===== config.mk =====
export PLATFORM = sky130hd
export DESIGN_NAME = ac97_capture_receiver
export DESIGN_NICKNAME = d
export VERILOG_FILES = /design/src/rtl/ac97_capture_receiver.sv
export SDC_FILE = /design/constraint.sdc
export NUM_CORES = 1
export LEC_CHECK = 0
export BUFFER_PORTS_ARGS = -buffer_cell sky130_fd_sc_hd__buf_2
export CAP_MARGIN = 0
export CORE_UTILIZATION = 55
export CTS_CLUSTER_DIAMETER = 40
export CTS_CLUSTER_SIZE = 28
export DETAILED_ROUTE_END_ITERATION = 10
export GPL_TIMING_DRIVEN = 1
export PLACE_DENSITY = 0.84
export SYNTH_ARGS = -nofsm -noshare
export SYNTH_HDL_FRONTEND = slang
export SYNTH_SLANG_ARGS = --single-unit
export TNS_END_PERCENT = 10

===== constraint.sdc =====
create_clock -name clk -period 2.3 [get_ports clk]
set_input_delay 0.345 -clock clk [delete_from_list [all_inputs] [get_ports clk]]
set_output_delay 0.345 -clock clk [all_outputs]
set_load 0.05 [all_outputs]

===== src/rtl/ac97_capture_receiver.sv =====
// AC97 SDATA_IN deserializer: locks to SYNC, decodes the slot 0 tag, and extracts
// slot 1/2 status read-back and slot 3/4 PCM record samples with a valid/ready output.
module ac97_capture_receiver #(
  parameter int SAMPLE_WIDTH = 20
) (
  input  logic                    clk,
  input  logic                    rst,
  input  logic                    sync,
  input  logic                    sdata_in,
  output logic                    codec_ready,
  output logic [6:0]              status_addr,
  output logic [15:0]             status_data,
  output logic                    status_valid,
  output logic [SAMPLE_WIDTH-1:0] pcm_left,
  output logic [SAMPLE_WIDTH-1:0] pcm_right,
  output logic                    pcm_valid,
  input  logic                    pcm_ready,
  output logic                    overflow,
  output logic                    sync_err,
  input  logic                    err_clear
);

  typedef enum logic {IDLE, FRAME} state_t;

  state_t                  state_q, state_d;
  logic [7:0]              n_q, n_d, cur_n;
  logic                    sync_q, sync_rise;
  logic [18:0]             shift_q;
  logic [19:0]             word;
  logic [3:0]              slot_vld_q;
  logic [6:0]              addr_hold_q;
  logic [SAMPLE_WIDTH-1:0] left_hold_q;
  logic                    in_frame, tag_stb, s1_stb, s2_stb, s3_stb, s4_stb;
  logic                    sync_err_set, status_load, pcm_offer, pcm_load, ovf_set;

  assign sync_rise = sync & ~sync_q;
  // The word completing on this edge, including the bit being sampled right now.
  assign word      = {shift_q, sdata_in};
  // Any SYNC rise (wrap or restart) makes the current bit n=0.
  assign cur_n     = sync_rise ? 8'd0 : n_q;

  always_ff @(posedge clk) begin
    if (rst) begin
      state_q <= IDLE;
      n_q     <= 8'd0;
    end else begin
      // NOTE: non-blocking assignments so every register samples pre-edge values.
      state_q <= state_d;
      n_q     <= n_d;
    end
  end

  always_comb begin
    // NOTE: defaults first, so no path through the case leaves a latch behind.
    state_d = state_q;
    n_d     = n_q;
    case (state_q)
      IDLE: begin
        if (sync_rise) begin
          state_d = FRAME;
          n_d     = 8'd1;
        end
      end
      FRAME: begin
        if (sync_rise) begin
          n_d = 8'd1;
        end else if (n_q == 8'd0) begin
          state_d = IDLE;
        end else begin
          n_d = n_q + 8'd1;
        end
      end
      default: state_d = IDLE;
    endcase
  end

  always_comb begin
    in_frame     = (state_q == FRAME) || sync_rise;
    tag_stb      = in_frame && (cur_n == 8'd15);
    s1_stb       = in_frame && (cur_n == 8'd35);
    s2_stb       = in_frame && (cur_n == 8'd55);
    s3_stb       = in_frame && (cur_n == 8'd75);
    s4_stb       = in_frame && (cur_n == 8'd95);
    sync_err_set = (state_q == FRAME) && sync_rise && (n_q != 8'd0);
    status_load  = s2_stb && slot_vld_q[3] && slot_vld_q[2];
    pcm_offer    = s4_stb && slot_vld_q[1] && slot_vld_q[0];
    pcm_load     = pcm_offer && (!pcm_valid || pcm_ready);
    ovf_set      = pcm_offer && pcm_valid && !pcm_ready;
  end

  always_ff @(posedge clk) begin
    if (rst) begin
      sync_q       <= 1'b0;
      shift_q      <= '0;
      codec_ready  <= 1'b0;
      slot_vld_q   <= '0;
      addr_hold_q  <= '0;
      left_hold_q  <= '0;
      status_addr  <= '0;
      status_data  <= '0;
      status_valid <= 1'b0;
      pcm_left     <= '0;
      pcm_right    <= '0;
      pcm_valid    <= 1'b0;
      overflow     <= 1'b0;
      sync_err     <= 1'b0;
    end else begin
      sync_q       <= sync;
      shift_q      <= word[18:0];
      status_valid <= status_load;
      if (tag_stb) begin
        codec_ready <= word[15];
        slot_vld_q  <= word[14:11];
      end
      if (s1_stb) addr_hold_q <= word[18:12];
      if (s3_stb) left_hold_q <= word[19 -: SAMPLE_WIDTH];
      if (status_load) begin
        status_addr <= addr_hold_q;
        status_data <= word[19:4];
      end
      // A load on a transfer cycle keeps pcm_valid high for the new pair.
      if (pcm_load) begin
        pcm_left  <= left_hold_q;
        pcm_right <= word[19 -: SAMPLE_WIDTH];
        pcm_valid <= 1'b1;
      end else if (pcm_valid && pcm_ready) begin
        pcm_valid <= 1'b0;
      end
      overflow <= ovf_set      | (overflow & ~err_clear);
      sync_err <= sync_err_set | (sync_err & ~err_clear);
    end
  end

endmodule


==> metrics, run 1 <==
outcome=complete, no violations; Final TNS setup=0 ns; Synth async-reset ratio=0%; Main synth FF type=dfxtp_1; Initial DRT Pass Iterations=4; Hold-fix buffers, CTS=0; Worst Path Arrival=approximately 2.5 ns; final wirelength=9.259 mm; number of buffers created by CTS=17; commonest non-fill, non-tap cell in the layout=dfxtp_1; # diodes=0; Iter 0 DRT Violations=between 100 and 150; Final HPWL DP=approximately 5.7 mm; CTS Buffer Depth=2; CP peak stage delay=0.73 ns; Tmin final=approximately 2.1 ns; Max-Cap Viols=0; Synth Area per Inst=around 11 um^2; Setup Buffers After CTS=0; TritonCTS clock tree=done; IO buf count=73; Cells after Synth=roughly 460; Layout area overhead=20.69%; Floorplan Core Area=~8400 um^2; actual slew at the worst max-slew pin=roughly 0.67 ns; drt via density=between 5 and 6; clock sink count=between 100 and 150; ANT nets after route=0; CP required=between 2 and 3 ns; CTS root buf=clkbuf_8; Clock Latency Late Sink=0.52 ns; setup ws final=about 0.16 ns; synth warn=0; final hold vios=0; Die Width=about 96 um; share of post-route cells with drive strength above 1=approximately a fifth; Clock Pin Slew Worst Setup and Hold Paths=~0.06 ns; Synth Cell Area=between 4000 and 5000 um^2; unique cell type count in the Yosys netlist=32; htree depth=4; R2R Setup Slk=roughly 0.16 ns; initial antenna violation count=0; unrepaired setup endpoints after global routing=no; WL/cell=14.14 um; GRT overflow=0; Setup violations, final=0; crit-path cells=nand4_2 -> or4_4 -> or4_4 -> mux2i_1; Placer Congestion=about 0.84; CP dominant cell by count=or4_4; critical path launch point type=flop; critical setup path kind=flop to flop; largest fanout on the critical path=17; # DRC=0; Top Family by Delay on Critical Path=simple AND/OR/NAND/NOR gates; Power Density=between 800 and 900 nW/um^2; slowest library cell on the worst path=or4_4; Setup crit end=status_data[0]; Top Ports=between 70 and 80; max-slew violations=0; critical path endpoint category=flop; dpl ws=between 0.15 and 0.2 ns; fin crit share=about 93%; largest net degree at the start of global routing=approximately 130; Post-synth EDFFs=0; most frequent cells in the layout=dfxtp_1, nand2b_1, mux2i_1; R2R depth=4; worst setup path startpoint=n_q[2]; Rows=33; post-CTS sizing=0; VDD IR max=0.5955 mV; Levels on crit path=4; leakage power=between 2 and 3 nW; Final #Nets=around 550; Yosys reg bits=~130; Die H=96.19 um; RR Endpoint=status_data[0]; Peak Freq=roughly 470 MHz; relative slew slack=a little over half; die area=roughly 9300 um^2; GRT Overall Usage=21.51%; syn_nets=~470; routed via count=about 3300; clk_skew=0.01216 ns; worst path bufs/invs=0; Initial Utilization=about three fifths; sequential element share of the synthesized area=a little over half; vias in the first global route=between 3000 and 4000; HP Class=primary input to flop; Core Util, Final=between 70% and 80%; first-pass GRT wire length=14.72 mm; FF-to-FF Start=n_q[2]
per-layer routing:
metal / wire [um] / track usage, % / vias up
met3: 370 / 7.741 / 11
met4: 105 / 8.209 / 0
met1: 4229 / 24.94 / 1552
li1: - / - / 1676
met5: 0 / 0 / -
met2: 4553 / 36.17 / 72
worst min path at each step:
stage                          start    endpoint  slack (ns)  cells past startpoint
after floorplan           shift_q[0]  shift_q[1]        0.43                      2
after global placement    shift_q[0]  shift_q[1]        0.45                      2
after detailed placement  shift_q[0]  shift_q[1]        0.45                      2
after CTS                       sync      sync_q        0.06                      2
after global routing            sync      sync_q        0.05                      2
final                           sync      sync_q        0.08                      2
logic make-up (layout without fill, tap and decap cells):
family                   after synthesis  after routing  synth area share, %
XOR/XNOR                               5              5               0.8976
AND/OR/NAND/NOR                      166            166                20.62
adder cells (fa/ha/maj)                2              2               0.5127
buffers and inverters                 49            135                4.231
flip-flops                           128            128                52.51
AO/OA/AOI/OAI                         24             24                2.769
multiplexers                          90             90                18.46
power by group:
part	switching, mW	internal, mW	total, mW	leakage [nW]
Sequential	0.00531	2.22	2.23	1.03
Combinational	0.0428	0.0458	0.0886	1.70
Clock	1.02	1.45	2.47	0.263
Total	1.07	3.72	4.78	2.99
synth_stat cells (2+ instances only):
cell type | count | area [um^2]
nand2_1 | 8 | 30.03
ha_1 | 2 | 25.02
xnor2_1 | 3 | 26.28
mux2i_1 | 90 | 900.9
nor2b_1 | 3 | 18.77
a21oi_1 | 11 | 55.05
xor2_1 | 2 | 17.52
or3_1 | 2 | 12.51
buf_1 | 4 | 15.01
dfxtp_1 | 128 | 2562
nand2b_1 | 119 | 744.5
nand3_1 | 10 | 50.05
o21ai_0 | 8 | 40.04
nor3_1 | 2 | 10.01
or4_4 | 2 | 22.52
nor2_1 | 12 | 45.04
clkbuf_1 | 19 | 71.32
inv_1 | 23 | 86.33
nor4_1 | 3 | 18.77
metrics by stage:
stage          power, mW  std cells  hold slack, ns  instance area [um^2]
3_3_place_gp       2.365        623          0.4481                  5339
2_1_floorplan      2.346        464          0.4309                  4880
3_5_place_dp       2.367        623          0.4488                  5339
6_report           4.784        655         0.07807                  5889
5_1_grt            4.928        655         0.05236                  5889
4_1_cts            4.818        655         0.05713                  5889
worst register-to-register path, stage by stage (launching register included):
cell and delay [ns]:
dfxtp_1 0.45, nand4_2 0.19, or4_4 0.47, or4_4 0.73
mux2i_1 0.19
registers in the layout, indices dropped and copies added, names as in the netlist:
| name | count |
|---|---|
| left_hold_q | 20 |
| pcm_left | 20 |
| pcm_right | 20 |
| shift_q | 19 |
| status_data | 16 |
| n_q | 8 |
| addr_hold_q | 7 |
| status_addr | 7 |
| slot_vld_q | 4 |
| codec_ready | 1 |
| overflow | 1 |
| pcm_valid | 1 |
| state_q | 1 |
| status_valid | 1 |
| sync_err | 1 |
| sync_q | 1 |
final cells by class:
cell class / instances / area [um^2]
clock buffer: 18 / 417.9
clock inverter: 14 / 132.6
fill: 636 / 2492
inverter: 23 / 86.33
multi-input combinational: 287 / 2116
sequential: 128 / 2562
tap: 105 / 131.4
timing repair buffer: 80 / 442.9
No activity file was read; power rests on OpenSTA's default activity.
==> run 2: changes to the inputs <==
- GPL_TIMING_DRIVEN: 1 -> 0
==> metrics, run 2 (same netlist as run 1, synthesis figures left out) <==
final wirelength=roughly 11 mm; Max-Cap Viols=0; GRT overflow=0; Final #Nets=approximately 560; Die Width=between 90 and 100 um; drt via density=approximately 5.2; # diodes=0; Power Density=870.5 nW/um^2; Layout area overhead=23.74%; actual slew at the worst max-slew pin=a little over 0.8 ns; unrepaired setup endpoints after global routing=yes; final hold vios=0; # DRC=0; largest fanout on the critical path=10; setup ws final=roughly 0.12 ns; largest net degree at the start of global routing=17; WL/cell=about 16 um; Iter 0 DRT Violations=around 170; final non-filler cell total=673; WHS=between 0.07 and 0.08 ns; fin crit share=a little over nine tenths; IO buf count=roughly 70; biggest regs=left_hold_q x20, pcm_left x20, pcm_right x20; clock sink count=128; Floorplan Core Area=about 8400 um^2; final instance area=slightly above 6000 um^2; TritonCTS clock tree=done; Clock Latency Late Sink=0.51 ns; leakage power=between 3 and 4 nW; Setup Buffers After CTS=0; critical path endpoint category=flop; Final HPWL DP=slightly above 7 mm; clk_skew=approximately 0.007 ns; first-pass GRT wire length=16.83 mm; Die H=96.19 um; Peak Freq=between 400 and 500 MHz; htree depth=4; post-CTS sizing=0; routed via count=3505; relative slew slack=a little under half; number of buffers created by CTS=17; CP required=about 2.7 ns; Rows=33; most frequent cells in the layout=dfxtp_1, nand2b_1, mux2i_1; Layout fillers=582; Initial Utilization=slightly below 60%; vias in the first global route=3547; VDD IR max=0.5668 mV; Final TNS setup=0 ns; outcome=complete, no violations; GRT Overall Usage=24.66%; Placed Cells=between 600 and 700; dpl ws=0.004553 ns; Setup violations, final=0; max-slew violations=0; Placer Congestion=roughly 0.8; total power=5.256 mW; CTS Buffer Depth=2; critical path launch point type=flop; Top Ports=74; critical setup path kind=flop to flop; Tmin final=around 2.2 ns; ANT nets after route=0; Clock Pin Slew Worst Setup and Hold Paths=0.06 ns; commonest non-fill, non-tap cell in the layout=dfxtp_1; initial antenna violation count=0; HP Class=primary input to flop; Hold-fix buffers, CTS=0; die area=a little over 9000 um^2; Initial DRT Pass Iterations=4; Core Util, Final=72.04%; share of post-route cells with drive strength above 1=approximately a fifth; placed cell area=around 5400 um^2; Worst Path Arrival=between 2 and 3 ns; CTS root buf=clkbuf_8
-- run 2: cell types whose count changed in the layout (fill, tap and decap cells not counted), sizes merged --
cell	before	now
clkinv	6	5
inv	27	24
clkinvlp	3	1
clkbuf	18	39
buf	80	79
bufinv	1	5
-- run 2: report_power, final --
group,total [mW],switching [mW],internal [mW]
clock network,2.93,0.990,1.94
logic,0.0988,0.0534,0.0454
registers,2.23,0.00676,2.23
total,5.26,1.05,4.21
-- run 2: worst max-delay path, stage by stage, from the launching register on --
cell and delay (ns):
dfxtp_1 0.31, buf_4 0.16, nand4_4 0.13, or4_4 0.46, or4_4 0.54, buf_6 0.17
buf_8 0.16, mux2i_1 0.13
-- run 2: worst paths after layout --
check,end,cells after the start,startpoint,slack [ns]
setup / recovery,status_data[9],7,n_q[2],0.12
hold / removal,shift_q[0],3,sdata_in,0.07
setup reg to reg,status_data[9],7,n_q[2],0.12
hold reg to reg,status_addr[1],2,status_addr[1],0.47
-- run 2: area by class of cell --
cell class                 instances  area [um^2]  share of cell area (%)
sequential                       128         2564                   42.46
multi-input combinational        287         2125                   35.18
clock buffer                      20        445.4                   7.377
timing repair buffer              72        360.3                   5.968
clock inverter                    12        206.4                   3.419
tap                              105        131.4                   2.176
buffer                            26        120.1                   1.989
inverter                          23        86.33                   1.430
-- run 2: per-layer routing --
metal	share of wire [%]	wire length [um]	GRT usage (%)	up-vias
li1	-	-	-	1711
met1	43	4563	27.66	1694
met2	52	5561	44.44	82
met3	4.1	445	6.477	18
met4	1.4	155	9.204	0
met5	0	0	0	-
==> run 3: changes to the inputs <==
- CORE_UTILIZATION: 55 -> 45
- PLACE_DENSITY: 0.84 -> 0.72
- clock period: 2.3 -> 2.7 ns (I/O delays scaled with it)
==> metrics, run 3 (same netlist as run 1, synthesis figures left out) <==
outcome=complete, no violations; relative slew slack=43.62%; TritonCTS clock tree=done; WL/cell=about 15 um; Setup violations, final=0; Worst Path Arrival=2.62 ns; CTS Buffer Depth=2; CP required=a little over 3 ns; drt via density=around 4.9; Die H=106.1 um; clock sink count=128; dpl ws=around 0.31 ns; Floorplan Core Area=about 10000 um^2; # DRC=0; clk_skew=roughly 0.0082 ns; commonest non-fill, non-tap cell in the layout=dfxtp_1; met2 Use GR=between 30% and 40%; fin crit share=about 83%; Layout area overhead=23.10%; largest net degree at the start of global routing=17; leakage power=approximately 3.0 nW; Clock Latency Late Sink=about 0.51 ns; final hold vios=0; Hold-fix buffers, CTS=0; max-slew violations=0; Peak Freq=between 400 and 500 MHz; VDD IR max=between 0.3 and 0.4 mV; Core Util, Final=between 50% and 60%; ANT nets after route=0; Power Density=a little over 700 nW/um^2; CTS root buf=clkbuf_8; Max-Cap Viols=0; actual slew at the worst max-slew pin=between 0.8 and 0.9 ns; critical setup path kind=flop to flop; Final #Nets=between 500 and 600; setup ws final=0.4460 ns; Final TNS setup=0 ns; htree depth=4; GRT overflow=0; Initial DRT Pass Iterations=4; largest fanout on the critical path=10; unrepaired setup endpoints after global routing=no; global route hottest layer=met2; met3 Use GR=under 10%; first-pass GRT wire length=between 15 and 20 mm; GR Util met1=between 20% and 30%; Setup Buffers After CTS=0; Iter 0 DRT Violations=125; GRT Overall Usage=between 10% and 20%; final wirelength=between 10 and 15 mm; Rows=37; biggest regs=left_hold_q x20, pcm_left x20, pcm_right x20; routed via count=approximately 3400; critical path endpoint category=flop; WHS=roughly 0.13 ns; HP Class=primary input to flop; Die Width=about 110 um; vias in the first global route=between 3000 and 4000; post-CTS sizing=0; Clock Pin Slew Worst Setup and Hold Paths=roughly 0.060 ns; initial antenna violation count=0; Final HPWL DP=just over 7 mm; Top Ports=74; die area=11260 um^2; IO buf count=between 70 and 80; # diodes=0; Tmin final=2.254 ns; Initial Utilization=a little under half; critical path launch point type=flop; most frequent cells in the layout=dfxtp_1, nand2b_1, mux2i_1; share of post-route cells with drive strength above 1=slightly below 20%; number of buffers created by CTS=17; Placer Congestion=roughly 0.78
-- run 3: final timing paths --
check	startpoint	end	slack, ns	cells past startpoint
min	sdata_in	shift_q[0]	0.13	3
max reg2reg	state_q	left_hold_q[1]	0.45	5
max	state_q	left_hold_q[1]	0.45	5
min reg2reg	shift_q[0]	shift_q[1]	0.47	2
-- run 3: per-layer routing --
layer	routed length [um]	vias to the layer above
li1	-	1705
met3	430	19
met4	145	0
met2	4922	70
met1	4923	1644
met5	0	-
-- run 3: critical path: stages, from the launching register on --
cell and delay (ns):
dfxtp_1 0.42, nand3_1 0.14, nor3_1 0.70, nand3b_1 0.23, clkbuf_1 0.40, mux2i_1 0.22
-- run 3: through the flow --
step / power (mW) / cells / area [um^2]
after detailed placement: 2.024 / 672 / 5410
after global routing: 4.407 / 704 / 6007
after CTS: 4.307 / 704 / 6007
final: 4.286 / 704 / 6007
after floorplan: 1.998 / 464 / 4880
after global placement: 2.022 / 672 / 5410
-- run 3: area by class of cell --
type	instances	area, um^2
tap	136	170.2
clock inverter	15	182.7
timing repair buffer	72	360.3
sequential	128	2562
inverter	23	86.33
fill	909	4409
multi-input combinational	287	2111
clock buffer	17	414.1
buffer	26	120.1
-- run 3: power breakdown --
group | internal, mW | leakage, nW | switching, mW
combinational | 0.0387 | 1.70 | 0.0446
sequential | 1.89 | 1.03 | 0.00469
clock | 1.42 | 0.282 | 0.886
total | 3.35 | 3.01 | 0.935
